==> src/rtl/pipeline_interlock.sv <==
// Stall/flush controller for the 5-stage MIPS pipeline: load-use and branch-operand
// interlocks in ID, mul/div issue-and-wait, and PC / IF-ID / ID-EXE control.
module pipeline_interlock #(
  parameter int CNT_W      = 16,
  parameter int MD_TIMEOUT = 64,
  parameter int TO_W       = 8
) (
  input  logic             clock,
  input  logic             resetn,
  input  logic [4:0]       rs,
  input  logic [4:0]       rt,
  input  logic             ID_use_rs,
  input  logic             ID_use_rt,
  input  logic             ID_is_branch,
  input  logic             ID_is_md,
  input  logic             branch_taken,
  input  logic [4:0]       EXE_num_write,
  input  logic             EXE_reg_write,
  input  logic             EXE_mem_read,
  input  logic [4:0]       MEM_num_write,
  input  logic             MEM_mem_read,
  input  logic             md_done,
  output logic             PC_write,
  output logic             IF_ID_write,
  output logic             IF_ID_flush,
  output logic             ID_EXE_bubble,
  output logic             md_start,
  output logic [CNT_W-1:0] stall_cycles,
  output logic             md_error,
  output logic             dbg_state
);

  localparam logic [0:0] ST_RUN     = 1'b0;
  localparam logic [0:0] ST_MD_WAIT = 1'b1;

  localparam logic [TO_W-1:0] TO_LAST = TO_W'(MD_TIMEOUT - 1);

  logic [0:0]       state_q, state_d;
  logic [TO_W-1:0]  to_cnt_q, to_cnt_d;
  logic [CNT_W-1:0] stall_cycles_q, stall_cycles_d;
  logic             md_error_q, md_error_d;

  logic src_hit_exe, src_hit_mem, load_use, br_haz, hazard, md_timeout;
  logic pc_write_c, if_id_write_c, if_id_flush_c, bubble_c, md_start_c;

  // Register $0 is hard-wired, so a zero source or destination never matches.
  assign src_hit_exe = (ID_use_rs && (rs == EXE_num_write) && (rs != 5'd0)) ||
                       (ID_use_rt && (rt == EXE_num_write) && (rt != 5'd0));
  assign src_hit_mem = (ID_use_rs && (rs == MEM_num_write) && (rs != 5'd0)) ||
                       (ID_use_rt && (rt == MEM_num_write) && (rt != 5'd0));

  assign load_use   = EXE_mem_read && src_hit_exe;
  assign br_haz     = ID_is_branch && ((EXE_reg_write && src_hit_exe) ||
                                       (MEM_mem_read && src_hit_mem));
  assign hazard     = load_use || br_haz;
  assign md_timeout = (to_cnt_q == TO_LAST);

  // md_start is a one-cycle issue pulse; md_done is a one-cycle completion pulse
  // honoured only in MD_WAIT. Whichever of md_done or the timeout comes first releases.
  always_comb begin
    state_d       = state_q;
    to_cnt_d      = to_cnt_q;
    md_error_d    = md_error_q;
    pc_write_c    = 1'b0;
    if_id_write_c = 1'b0;
    if_id_flush_c = 1'b0;
    bubble_c      = 1'b1;
    md_start_c    = 1'b0;
    case (state_q)
      ST_RUN: begin
        to_cnt_d = '0;
        if (!hazard) begin
          if (ID_is_md) begin
            md_start_c = 1'b1;
            state_d    = ST_MD_WAIT;
          end else begin
            pc_write_c    = 1'b1;
            if_id_write_c = 1'b1;
            bubble_c      = 1'b0;
            if_id_flush_c = branch_taken && ID_is_branch;
          end
        end
      end
      ST_MD_WAIT: begin
        if (md_done || md_timeout) begin
          pc_write_c    = 1'b1;
          if_id_write_c = 1'b1;
          bubble_c      = 1'b0;
          state_d       = ST_RUN;
          to_cnt_d      = '0;
          if (!md_done) md_error_d = 1'b1;
        end else begin
          to_cnt_d = to_cnt_q + TO_W'(1);
        end
      end
      default: begin
        state_d  = ST_RUN;
        to_cnt_d = '0;
      end
    endcase

    stall_cycles_d = stall_cycles_q;
    if (!pc_write_c && (stall_cycles_q != {CNT_W{1'b1}}))
      stall_cycles_d = stall_cycles_q + CNT_W'(1);
  end

  always_ff @(posedge clock or negedge resetn) begin
    if (!resetn) begin
      state_q        <= ST_RUN;
      to_cnt_q       <= '0;
      stall_cycles_q <= '0;
      md_error_q     <= 1'b0;
    end else begin
      state_q        <= state_d;
      to_cnt_q       <= to_cnt_d;
      stall_cycles_q <= stall_cycles_d;
      md_error_q     <= md_error_d;
    end
  end

  // Reset overrides the control outputs combinationally so the pipeline freezes at once.
  assign PC_write      = resetn && pc_write_c;
  assign IF_ID_write   = resetn && if_id_write_c;
  assign IF_ID_flush   = resetn && if_id_flush_c;
  assign ID_EXE_bubble = !resetn || bubble_c;
  assign md_start      = resetn && md_start_c;
  assign stall_cycles  = stall_cycles_q;
  assign md_error      = md_error_q;
  assign dbg_state     = state_q[0];

endmodule
==> config.mk <==
export PLATFORM = sky130hd
export DESIGN_NAME = pipeline_interlock
export DESIGN_NICKNAME = d
export VERILOG_FILES = /design/src/rtl/pipeline_interlock.sv
export SDC_FILE = /design/constraint.sdc
export NUM_CORES = 1
export LEC_CHECK = 0
export ABC_AREA = 1
export CAP_MARGIN = 20
export CORE_MARGIN = 3
export CORE_UTILIZATION = 50
export CTS_BUF_LIST = sky130_fd_sc_hd__clkbuf_4
export CTS_CLUSTER_DIAMETER = 200
export CTS_CLUSTER_SIZE = 14
export DETAILED_ROUTE_END_ITERATION = 10
export MAX_ROUTING_LAYER = met4
export PLACE_DENSITY = 0.79
export SKIP_CTS_REPAIR_TIMING = 1
export SLEW_MARGIN = 20
export SYNTH_ARGS = -nofsm -noshare
export SYNTH_HDL_FRONTEND = slang
export SYNTH_SLANG_ARGS = --single-unit
==> constraint.sdc <==
create_clock -name clock -period 3.1 [get_ports clock]
set_clock_uncertainty 0.1 [all_clocks]
set_input_delay 0.31 -clock clock [delete_from_list [all_inputs] [get_ports clock]]
set_output_delay 0.31 -clock clock [all_outputs]
set_load 0.1 [all_outputs]
Word-level counts from Yosys, hierarchy flattened
Index checks and enable logic that the tools add are counted.

Flip-flop bits (word level): 26. Bits in latches: 0. Bits in writable memories: 0. Bits in read-only memories: 0. Bits of input ports: 31. Output and inout bits: 23. Word-level logic and storage cells: 58. Memories: 0.

$add $sub $neg: 2. Multipliers: 0. Div/mod/pow operators: 0. $lt $le $gt $ge: 0. Eq/ne operators: 6. Shift-type cells: 0. Multiplexer cells: 16. Bitwise logic cells: 2. Reductions and logical operators: 28.

Operator list (count): $eq 5x5->1 (4); $logic_and 1x1->1 (17); $add 16x1->16 const B (1); $ne 16x16->1 const B (1); $pmux 8 s2 (1); $mux 1 (11); $reduce_bool 5->1 (2); $add 8x1->8 const B (1); $eq 8x6->1 const B (1); $mux 8 (1); $logic_or 1x1->1 (6); $pmux 1 s2 (3); $reduce_and 3->1 (1); $logic_not 1->1 (2); $not 1->1 (2).

Longest topological paths before layout
Gate-level depths: netlist of run 1.

Depth after elaboration: 12. Depth in mapped cells: 16. Mapped depth without buffers: 15.

Worst setup path after synthesis of run 1
No wires, ideal clock.

Kind: register to output. Start point: register state_q, in the netlist dbg_state. End point: output ID_EXE_bubble. Arrival: 3.054 ns. Data required time: 2.690 ns. Setup slack: -0.364 ns. Cell stages (with the launch flop): 7. Buffers on the path: 1. Cells stage by stage: dfrtp_1 inv_1 nand2_2 nand2_4 buf_6 nor2_2 inv_1.

Longest elaborated chain between the ends: 3.

Ends and longest elaborated chain: start, declared (line 38) `logic [0:0] state_q, state_d;`; start signal, assigned (line 114) `state_q <= state_d;`; $not 1->1; $pmux 1 s2 * (line 69) `case (state_q)`; $logic_or 1x1->1 * (line 125) `assign ID_EXE_bubble = !resetn || bubble_c;`; end, declared (line 26) `output logic ID_EXE_bubble,`.

Mark *: on every way between the ends. The rest lies on a longest branch, timed or not.

Final worst setup path of run 1
Start point: register to_cnt_q[0]. End point: output ID_EXE_bubble.

Longest elaborated chain between the ends: 5.

Ends and longest elaborated chain: start, declared (line 39) `logic [TO_W-1:0] to_cnt_q, to_cnt_d;`; start signal, assigned (line 115) `to_cnt_q <= to_cnt_d;`; $eq 8x6->1 (line 56) `assign md_timeout = (to_cnt_q == TO_LAST);`; $logic_or 1x1->1 (line 85) `if (md_done || md_timeout) begin`; $mux 1 (line 85); $pmux 1 s2 (line 69); $logic_or 1x1->1 (line 125).

No other way between the ends.

==> results of run 1 <==
kinds of logic after synthesis:
kind of cell | count (synthesis) | synth area share (%)
AO/OA/AOI/OAI | 6 | 1.96
XOR/XNOR | 18 | 8.22
adder cells (fa/ha/maj) | 2 | 1.30
buffers and inverters | 45 | 10.0
flip-flops | 26 | 33.9
AND/OR/NAND/NOR | 190 | 44.6
final cells by class:
type                       count  area share (%)
multi-input combinational    216            43.1
sequential                    26            25.9
timing repair buffer          54            21.7
inverter                      40            5.99
tap                           46            2.30
clock buffer                   3           0.898
clock inverter                 1           0.150
registers in the layout, summed over array words and instances, names as in the netlist:
name,flops
to_cnt_q,8
md_error,1
stall_cycles,16
dbg_state,1
synth_stat cells:
| cell | n | share of area, % |
|---|---|---|
| inv_1 | 37 | 7.2 |
| nand2_1 | 108 | 21 |
| nor3_1 | 3 | 0.78 |
| xnor2_1 | 10 | 4.6 |
| dfrtp_1 | 26 | 34 |
| nand2_4 | 2 | 1.2 |
| nor2_2 | 3 | 0.98 |
| a21boi_0 | 1 | 0.39 |
| nand2_2 | 6 | 2.0 |
| nand3_2 | 3 | 1.6 |
| nor3b_1 | 1 | 0.39 |
| nor2_4 | 2 | 1.2 |
| nand4_1 | 7 | 2.3 |
| a21oi_1 | 3 | 0.78 |
| o31ai_1 | 1 | 0.39 |
| ha_1 | 2 | 1.3 |
| nor3_2 | 1 | 0.52 |
| xor2_1 | 8 | 3.7 |
| buf_6 | 2 | 1.2 |
| buf_4 | 2 | 0.78 |
| nand3_1 | 27 | 7.0 |
| nor4_1 | 2 | 0.65 |
| inv_2 | 3 | 0.59 |
| nor2_1 | 25 | 4.9 |
| buf_2 | 1 | 0.26 |
| a21o_1 | 1 | 0.39 |
stage by stage:
step | worst slack, ns | hold slack (ns) | total power, mW
after floorplan | 0.102 | -0.0856 | 0.908
after CTS | 0.401 | 0.151 | 1.23
after global routing | 0.186 | 0.152 | 1.29
after global placement | 0.597 | 0.351 | 1.07
after detailed placement | 0.540 | 0.357 | 1.08
final | 0.432 | 0.154 | 1.22
per-layer routing:
| metal | share of wire (%) | wire [um] | GRT usage (%) | up-vias |
|---|---|---|---|---|
| met2 | 48 | 2120 | 36.7 | 31 |
| met3 | 3.3 | 145 | 2.46 | 4 |
| met4 | 1.1 | 49 | 3.97 | 0 |
| met5 | 0 | 0 | - | - |
| met1 | 48 | 2100 | 28.9 | 857 |
| li1 | - | - | - | 989 |
worst min-delay path by stage:
| stage | start | endpoint | slack [ns] | cells past startpoint |
|---|---|---|---|---|
| after CTS | resetn | to_cnt_q[6] | 0.15 | 1 |
| after detailed placement | to_cnt_q[0] | to_cnt_q[0] | 0.36 | 1 |
| final | resetn | to_cnt_q[6] | 0.15 | 1 |
| after floorplan | resetn | dbg_state | -0.09 | 0 |
| after global placement | to_cnt_q[0] | to_cnt_q[0] | 0.35 | 1 |
| after global routing | resetn | to_cnt_q[7] | 0.15 | 1 |
cells in the final DEF, fill, tap and decap left out, types with 3 or more instances in the layout:
cell type        instances
a21oi_1                  3
buf_12                   5
buf_4                   19
clkbuf_4                 3
clkdlybuf4s50_1         30
dfrtp_1                 26
inv_1                   37
inv_2                    3
nand2_1                108
nand2_2                  6
nand3_1                 27
nand3_2                  3
nand4_1                  7
nor2_1                  25
nor2_4                   3
nor3_1                   3
xnor2_1                 10
xor2_1                   8
power groups by stage:
| stage | Combinational (mW) | Sequential (mW) | Clock, mW |
|---|---|---|---|
| after floorplan | 0.215 | 0.693 | 0 |
| after global placement | 0.631 | 0.443 | 0 |
| after detailed placement | 0.637 | 0.445 | 0 |
| after CTS | 0.639 | 0.438 | 0.156 |
| after global routing | 0.677 | 0.445 | 0.168 |
| final | 0.634 | 0.440 | 0.150 |
==> impl_metrics.env, run 1 <==
export IMPL_rsz0062_at_grt="false"
export IMPL_drt_iter0_markers=106
export IMPL_cts_tree="built"
export IMPL_port_buffers=53
export IMPL_drv_slew=0
export IMPL_crit_buf_inv=2
export IMPL_cts_root_buf="clkbuf_4"
export IMPL_multi_input_area_sq_mm=0.00108
export IMPL_seqCellArea_sq_um=651
export IMPL_fp_row_count=21
export IMPL_crit_top_cell="nand2_4"
export IMPL_p_per_area_mw_per_mm2=488
export IMPL_pwr_share_clk_pct=12.2
export IMPL_synth_seq_cells=26
export IMPL_insertedDiodeCount=0
export IMPL_clkLatencyLatePin_ns=0.33
export IMPL_start_util_pct=54.5
export IMPL_cts_made_buffers=3
export IMPL_crit_path_start_kind="flip-flop"
export IMPL_fillers=330
export IMPL_post_route_util_pct=71.2
export IMPL_slowest_stage="dfrtp_1"
export IMPL_wl_per_cell_um=11.4
export IMPL_reg2reg_to="stall_cycles[13]"
export IMPL_r2r_worst_path_cells=13
export IMPL_worstMarginPinSlew_ns=0.347
export IMPL_synth_cells=287
export IMPL_place_gp_congestion=0.964
export IMPL_die_w_um=67.9
export IMPL_die_height_um=67.9
export IMPL_syn_nets=320
export IMPL_seqPwrFrac_pct=36.0
export IMPL_synth_cell_type_count=26
export IMPL_clk_pin_slew_ns=0.13
export IMPL_grt_max_degree=23
export IMPL_core_area_sq_mm=0.00352
export IMPL_p_sw_share_pct=51.4
export IMPL_path_class="flip-flop to primary output"
export IMPL_finalWirelength_um=4420
export IMPL_h_tree_depth=1
export IMPL_cellLeakagePower_nw=1.33
export IMPL_ant_nets=0
export IMPL_track_usage_pct=21.9
export IMPL_ys_seq_area_share_pct=33.9
export IMPL_end_kind="primary output"
export IMPL_nNetsFinal=374
export IMPL_setup_viol=0
export IMPL_clock_sinks=26
export IMPL_drtPass1Iterations=4
export IMPL_rrSetupSlack_ns=0.91
export IMPL_viasPerCell=4.87
export IMPL_final_cell_area_sq_mm=0.00251
export IMPL_crit_end="ID_EXE_bubble"
export IMPL_grt_ovfl_total=0
export IMPL_grt_pass1_vias=1758
export IMPL_worst_path_max_fanout=22
export IMPL_finalHoldViolations=0
export IMPL_min_period_ns=2.67
export IMPL_dieArea_sq_mm=0.00462
export IMPL_synth_area_sq_mm=0.00192
export IMPL_worstReg2RegStart="stall_cycles[0]"
export IMPL_drive_gt1_share_pct=13.8
export IMPL_drc=0
export IMPL_vias=1881
export IMPL_fin_cells=386
export IMPL_tns_ns=0
export IMPL_path_delay_family="simple AND/OR/NAND/NOR gates"
export IMPL_power_frac_comb_pct=51.8
export IMPL_synthToLayoutAreaGrowth_pct=30.7
export IMPL_placed_cell_area_sq_mm=0.00248
export IMPL_critical_path_max_stage_delay_ns=0.39
export IMPL_worstPathCellList="ha_1, nand3_1, nor2_2, nand2_2, nor3_2, nor2_1, nand2_4, nand2_4, nor2_4, inv_1, buf_12"
export IMPL_slew_limit_headroom_pct=76.8
export IMPL_crit_required_ns=2.69
export IMPL_drv_cap=0
export IMPL_ys_warn_count=0
export IMPL_dp_hpwl_um=3620
export IMPL_vdd_ir_drop_max_uv=786
export IMPL_cts_buffer_depth=2
export IMPL_finalCritPeriodShare_pct=86.1
export IMPL_hp_class="input port to async pin"
export IMPL_cp_depth=11
export IMPL_antenna_found_initial=0
export IMPL_io_pins=54
export IMPL_arrival_ns=2.26
export IMPL_grt_first_pass_wirelength_um=7650
export IMPL_p_int_mw=0.594
export IMPL_status="finished clean"
export IMPL_p_sw_mw=0.630
export IMPL_max_clock_freq_ghz=0.375
export IMPL_dp_cells=382
export IMPL_setup_worst_path_start="to_cnt_q[0]"
export IMPL_synth_avg_cell_area_sq_um=6.68
No activity file was read; power rests on OpenSTA's default activity.
==> inputs of run 2 (changes only) <==
--- a/config.mk
+++ b/config.mk
@@ -11,7 +11,7 @@
 export CORE_UTILIZATION = 50
 export CTS_BUF_LIST = sky130_fd_sc_hd__clkbuf_4
 export CTS_CLUSTER_DIAMETER = 200
-export CTS_CLUSTER_SIZE = 14
+export CTS_CLUSTER_SIZE = 12
 export DETAILED_ROUTE_END_ITERATION = 10
 export MAX_ROUTING_LAYER = met4
 export PLACE_DENSITY = 0.79
==> results of run 2 <==
No change in the layout: final DEF, timing and power equal those of run 1.
==> RTL change 1 (settings of run 2) <==
Change the parameter `TO_W` from 8 to 7.
--- a/src/rtl/pipeline_interlock.sv
+++ b/src/rtl/pipeline_interlock.sv
@@ -5,3 +5,3 @@
   parameter int MD_TIMEOUT = 64,
-  parameter int TO_W       = 8
+  parameter int TO_W       = 7
 ) (
Check against the original RTL: same outputs for any inputs over 10 cycles, from zero or initial values and one cycle with resetn low; that may be too few to reach the edited logic, so the function may still have changed.
==> RTL change 1 against run 2 <==
Count of clock-buffer cells in the layout unchanged. Power down 9.2%. Synthesized area down 5.6%. Wire length down 6.8%. Sequential share of layout area down 0.17 points. Non-clock buffer count up 1. Cell area down 3.2%. Global-route usage down 1.2 points. Sequential cell count down 1. Worst setup slack better by 0.20 ns.
==> RTL change 1: results (changes against run 2) <==
### Finish
* 40.8% — share of cell area taken by multi-input logic gates, -2.2 points
* 1.24% — clock tree cell share of total cell area, +0.19 points
* 25.8% — Seq/total area, -0.17 points
* 46 — count of non-CTS inverters in the layout, +15%
* 368 — number of nets at the end of the flow, -1.6%
* 204 — multi-input combinational gate total, -5.6%
* 328 — Filler Cell Count, -0.61%
* 55 — number of signal-net buffers in the layout, +1.9%
* 16 — flip-flop count of the largest register, all copies and words added, unchanged

### Worst setup path
* 0.42 ns — Slowest Stage Delay on Critical Path, +0.03 ns
* 7 — peak fanout along the critical path, -68%
* 12 — number of cells on the worst reg-to-reg path, -1
* stall_cycles[0] — endpoint of the worst register-to-register path
* 0.93 ns — setup slack on the worst flop-to-flop path, +0.02 ns
* 2.06 ns — arrival time worst endpoint, -0.20 ns

### Synth
* sky130_fd_sc_hd__dfrtp_1 35%, sky130_fd_sc_hd__nand2_1 22%, sky130_fd_sc_hd__inv_1 7.9% — Synth area leaders
* 106 x sky130_fd_sc_hd__nand2_1, 38 x sky130_fd_sc_hd__inv_1, 28 x sky130_fd_sc_hd__nand3_1, 28 x sky130_fd_sc_hd__nor2_1, 25 x sky130_fd_sc_hd__dfrtp_1 — most frequent cells after synthesis
* 312 — Post-Syn Nets, -2.5%
* 24 — Distinct cells, synth, -7.7%
* 34.6% — share of the yosys chip area belonging to registers, +0.63 points
* 34.6% — Yosys top cell area share, +0.63 points

### Floorplanning
* 4380 um^2 — Die Footprint, -5.1%

### GRT
* 28 — largest net degree at the start of global routing, +22%
* 1696 — vias in the first global route, -3.5%
* 7.08 mm — global-route wire length before repair, -7.4%
* 20.8% — global router's overall resource usage, -1.2 points

### Outcome
* complete, no violations — run status

### Placement
* 0.906 — final weighted congestion of routability-driven global placement, -6.0%
* 3.38 mm — HPWL Detailed, -6.5%
* 0.615 ns — worst slack at placement, +0.0755 ns

### STA
* 76.8% — worst relative slew slack, about the same
* 0.238 ns — Worst Hold Margin, +0.0845 ns

### Drt
* 191 um — wire length on met3, +32%
* 1815 — number of vias after detailed routing, -3.5%
* 1.83 mm — Post-Route M1 WL, -13%
* 2.07 mm — routed length on met2, -2.4%
* 98 — initial drt markers, -7.5%
* 4.12 mm — overall routed net length, -6.8%

### Pwr
* 0.000559 W — combinational group power, -12%
* 1.27 nW — P_leak, -4.1%

### CTS
* 0.15 ns — Clock Pin Slew Worst Setup and Hold Paths, +0.02 ns

-- RTL change 1: per-stage QoR --
stage | instance area [um^2] | utilization, % | total power [W] | cells
global placement | 2400 | 70.2 | 0.000958 | 376
CTS | 2430 | 71.1 | 0.00112 | 380
detailed placement | 2400 | 70.2 | 0.000967 | 376
finish | 2430 | 71.1 | 0.00111 | 380
floorplan | 1820 | - | 0.000807 | 279
global route | 2430 | 71.1 | 0.00117 | 380
-- RTL change 1: cell families after synthesis --
kind of cell,share of synthesized area (%)
AOI/OAI and AO/OA,2.49
xor gates and xnor gates,8.22
adders and majority gates,1.38
buffers and inverters,11.1
DFF,34.6
and+or+nand+nor,42.2
-- RTL change 1: routing by layer --
metal / vias to the layer above / global-route usage, %
li1: 961 / -
met1: 801 / 26.9
met2: 49 / 35.2
met3: 4 / 2.04
met4: 0 / 4.57
met5: - / -
==> RTL change 2 (flow settings as in run 2) <==
Without the edit above. Register the output `dbg_state`; this adds one clock of latency there. The other outputs are not delayed to match.
--- a/src/rtl/pipeline_interlock.sv
+++ b/src/rtl/pipeline_interlock.sv
@@ -128,3 +128,5 @@
   assign md_error      = md_error_q;
-  assign dbg_state     = state_q[0];
+  always_ff @(posedge clock) begin
+    dbg_state <= state_q[0];
+  end
 
Check against the original RTL: not equivalent (Yosys sat finds a counterexample within 4 cycles, from zero or initial values and one cycle with resetn low).
==> RTL change 2 against run 2 <==
Combinational power barely moved. Worst setup slack got worse by 0.0027 ns. Synthesized area up 1.0%. Power increased by 2.4%. Sequential share of layout area up 0.52 points. Sequential cell count increased by 1. Cell area is 1.0% higher. Utilization rose by 0.75 points. Wire length fell by 0.18%. Critical endpoint unchanged. Highest routed layer unchanged.
==> RTL change 2: results (changes against run 2) <==
### Placement
* 53 — port bufs, unchanged
* 0.943 — final weighted congestion of routability-driven global placement, -2.2%
* 3.61 mm — HPWL Detailed, -0.19%
* 0.529 ns — worst slack at placement, -0.0111 ns
* 2500 um^2 — total placed instance area, +0.91%

### Drt
* 2.10 mm — routed length on met2, -0.90%
* 2.12 mm — Post-Route M1 WL, +0.86%
* 11.4 um — Wirelength per Cell, -0.44%
* 160 um — wire length on met3, +10%
* 4.86 — Avg Vias per Cell, -0.36%
* 129 — initial drt markers, +22%

### STA
* 2.67 ns — clock period minus final worst setup slack, +0.00272 ns
* 0.127 ns — Worst Hold Margin, -0.0271 ns
* 0.958 ns — Tightest Pin Transition, +0.611 ns

### Worst setup path
* 22 — peak fanout along the critical path, unchanged
* 0.97 ns — setup slack on the worst flop-to-flop path, +0.06 ns
* 0.41 ns — Slowest Stage Delay on Critical Path, +0.02 ns

### Synth
* 1.29% — area share of fa/ha/maj cells after synthesis, -0.013 points
* sky130_fd_sc_hd__dfrtp_1 34%, sky130_fd_sc_hd__nand2_1 21%, sky130_fd_sc_hd__inv_1 7.2% — Synth area leaders
* 27 — Distinct cells, synth, +3.8%
* 8.13% — Synth Area in XOR/XNOR, -0.085 points
* 0% — share of cell area taken by muxes after synthesis, unchanged
* 96.3% — async set or reset register ratio after synthesis, -3.7 points
* sky130_fd_sc_hd__dfrtp_1 — Main synth FF type
* 321 — Post-Syn Nets, +0.31%
* 34.6% — share of the yosys chip area belonging to registers, +0.68 points
* 1.94% — compound-cell area share of the yosys netlist, -0.020 points

### Pwr
* 684 uV — worst ir drop on vdd, -13%
* 0.000631 W — Switch Pwr, +0.16%
* 1.34 nW — P_leak, +0.78%
* 0.000622 W — cell-internal power, +4.7%
* 0.000636 W — combinational group power, about the same
* 0.000456 W — total sequential power, +4%

### Finish
* 13.8% — share of layout cells above drive strength 1, -0.041 points
* 317 — Filler Cell Count, -3.9%
* 16 — flip-flop count of the largest register, all copies and words added, unchanged
* 4 — Clock Buffer Count, +1
* 42.6% — share of cell area taken by multi-input logic gates, -0.45 points
* 26.5% — Seq/total area, +0.52 points
* 1.19% — clock tree cell share of total cell area, +0.14 points
* 21.5% — non-clock buffer area fraction after layout, -0.13 points
* 27 — sequential cell count of the final layout, +3.8%
* 375 — number of nets at the end of the flow, +0.27%
* 54 — number of signal-net buffers in the layout, unchanged

### GRT
* 1774 — vias in the first global route, +0.91%
* 7.58 mm — global-route wire length before repair, -0.81%
* 35.5% — Global Route met2 Usage, -1.2 points
* 2.79% — met3 Usage GRT, +0.33 points
* 28.4% — met1 demand-to-capacity share in global routing, -0.51 points
* 21.5% — global router's overall resource usage, -0.48 points
* 0 — antenna violations before repair, unchanged

### CTS
* 2 — Max clock buf depth, unchanged
* 1 — Max H-tree Level, unchanged
* 0.32 ns — clock insertion delay at the later pin of the skew report

### Outcome
* complete, no violations — run status

### Floorplanning
* 4660 um^2 — Die Footprint, +0.96%

==> RTL change 2: cell types whose count changed after synthesis, sizes merged <==
cell          run 2  this run
dfxtp             0         1
==> RTL change 2: logic make-up (layout without fill, tap and decap cells) <==
logic type	count (synthesis)	after routing
XOR/XNOR	18	18
buffers and inverters	45	98
AND/OR/NAND/NOR	190	190
flip-flops	27	27
adder cells (fa/ha/maj)	2	2
AO/OA/AOI/OAI	6	6
==> RTL change 2: path summary, 6_finish.rpt <==
path                            startpoint               end  cells past startpoint
setup reg to reg           stall_cycles[0]  stall_cycles[13]                     13
setup / recovery               to_cnt_q[0]     ID_EXE_bubble                     11
hold / removal                      resetn       to_cnt_q[6]                      1
min in group clock                 state_q         dbg_state                      0
hold reg to reg                    state_q         dbg_state                      0
max in group asynchronous           resetn  stall_cycles[15]                      2
==> RTL change 2: through the flow <==
step | utilization (%) | cells
after floorplan | - | 288
after global placement | 71.1 | 383
after detailed placement | 71.1 | 383
after CTS | 72.0 | 387
after global routing | 72.0 | 387
final | 72.0 | 387
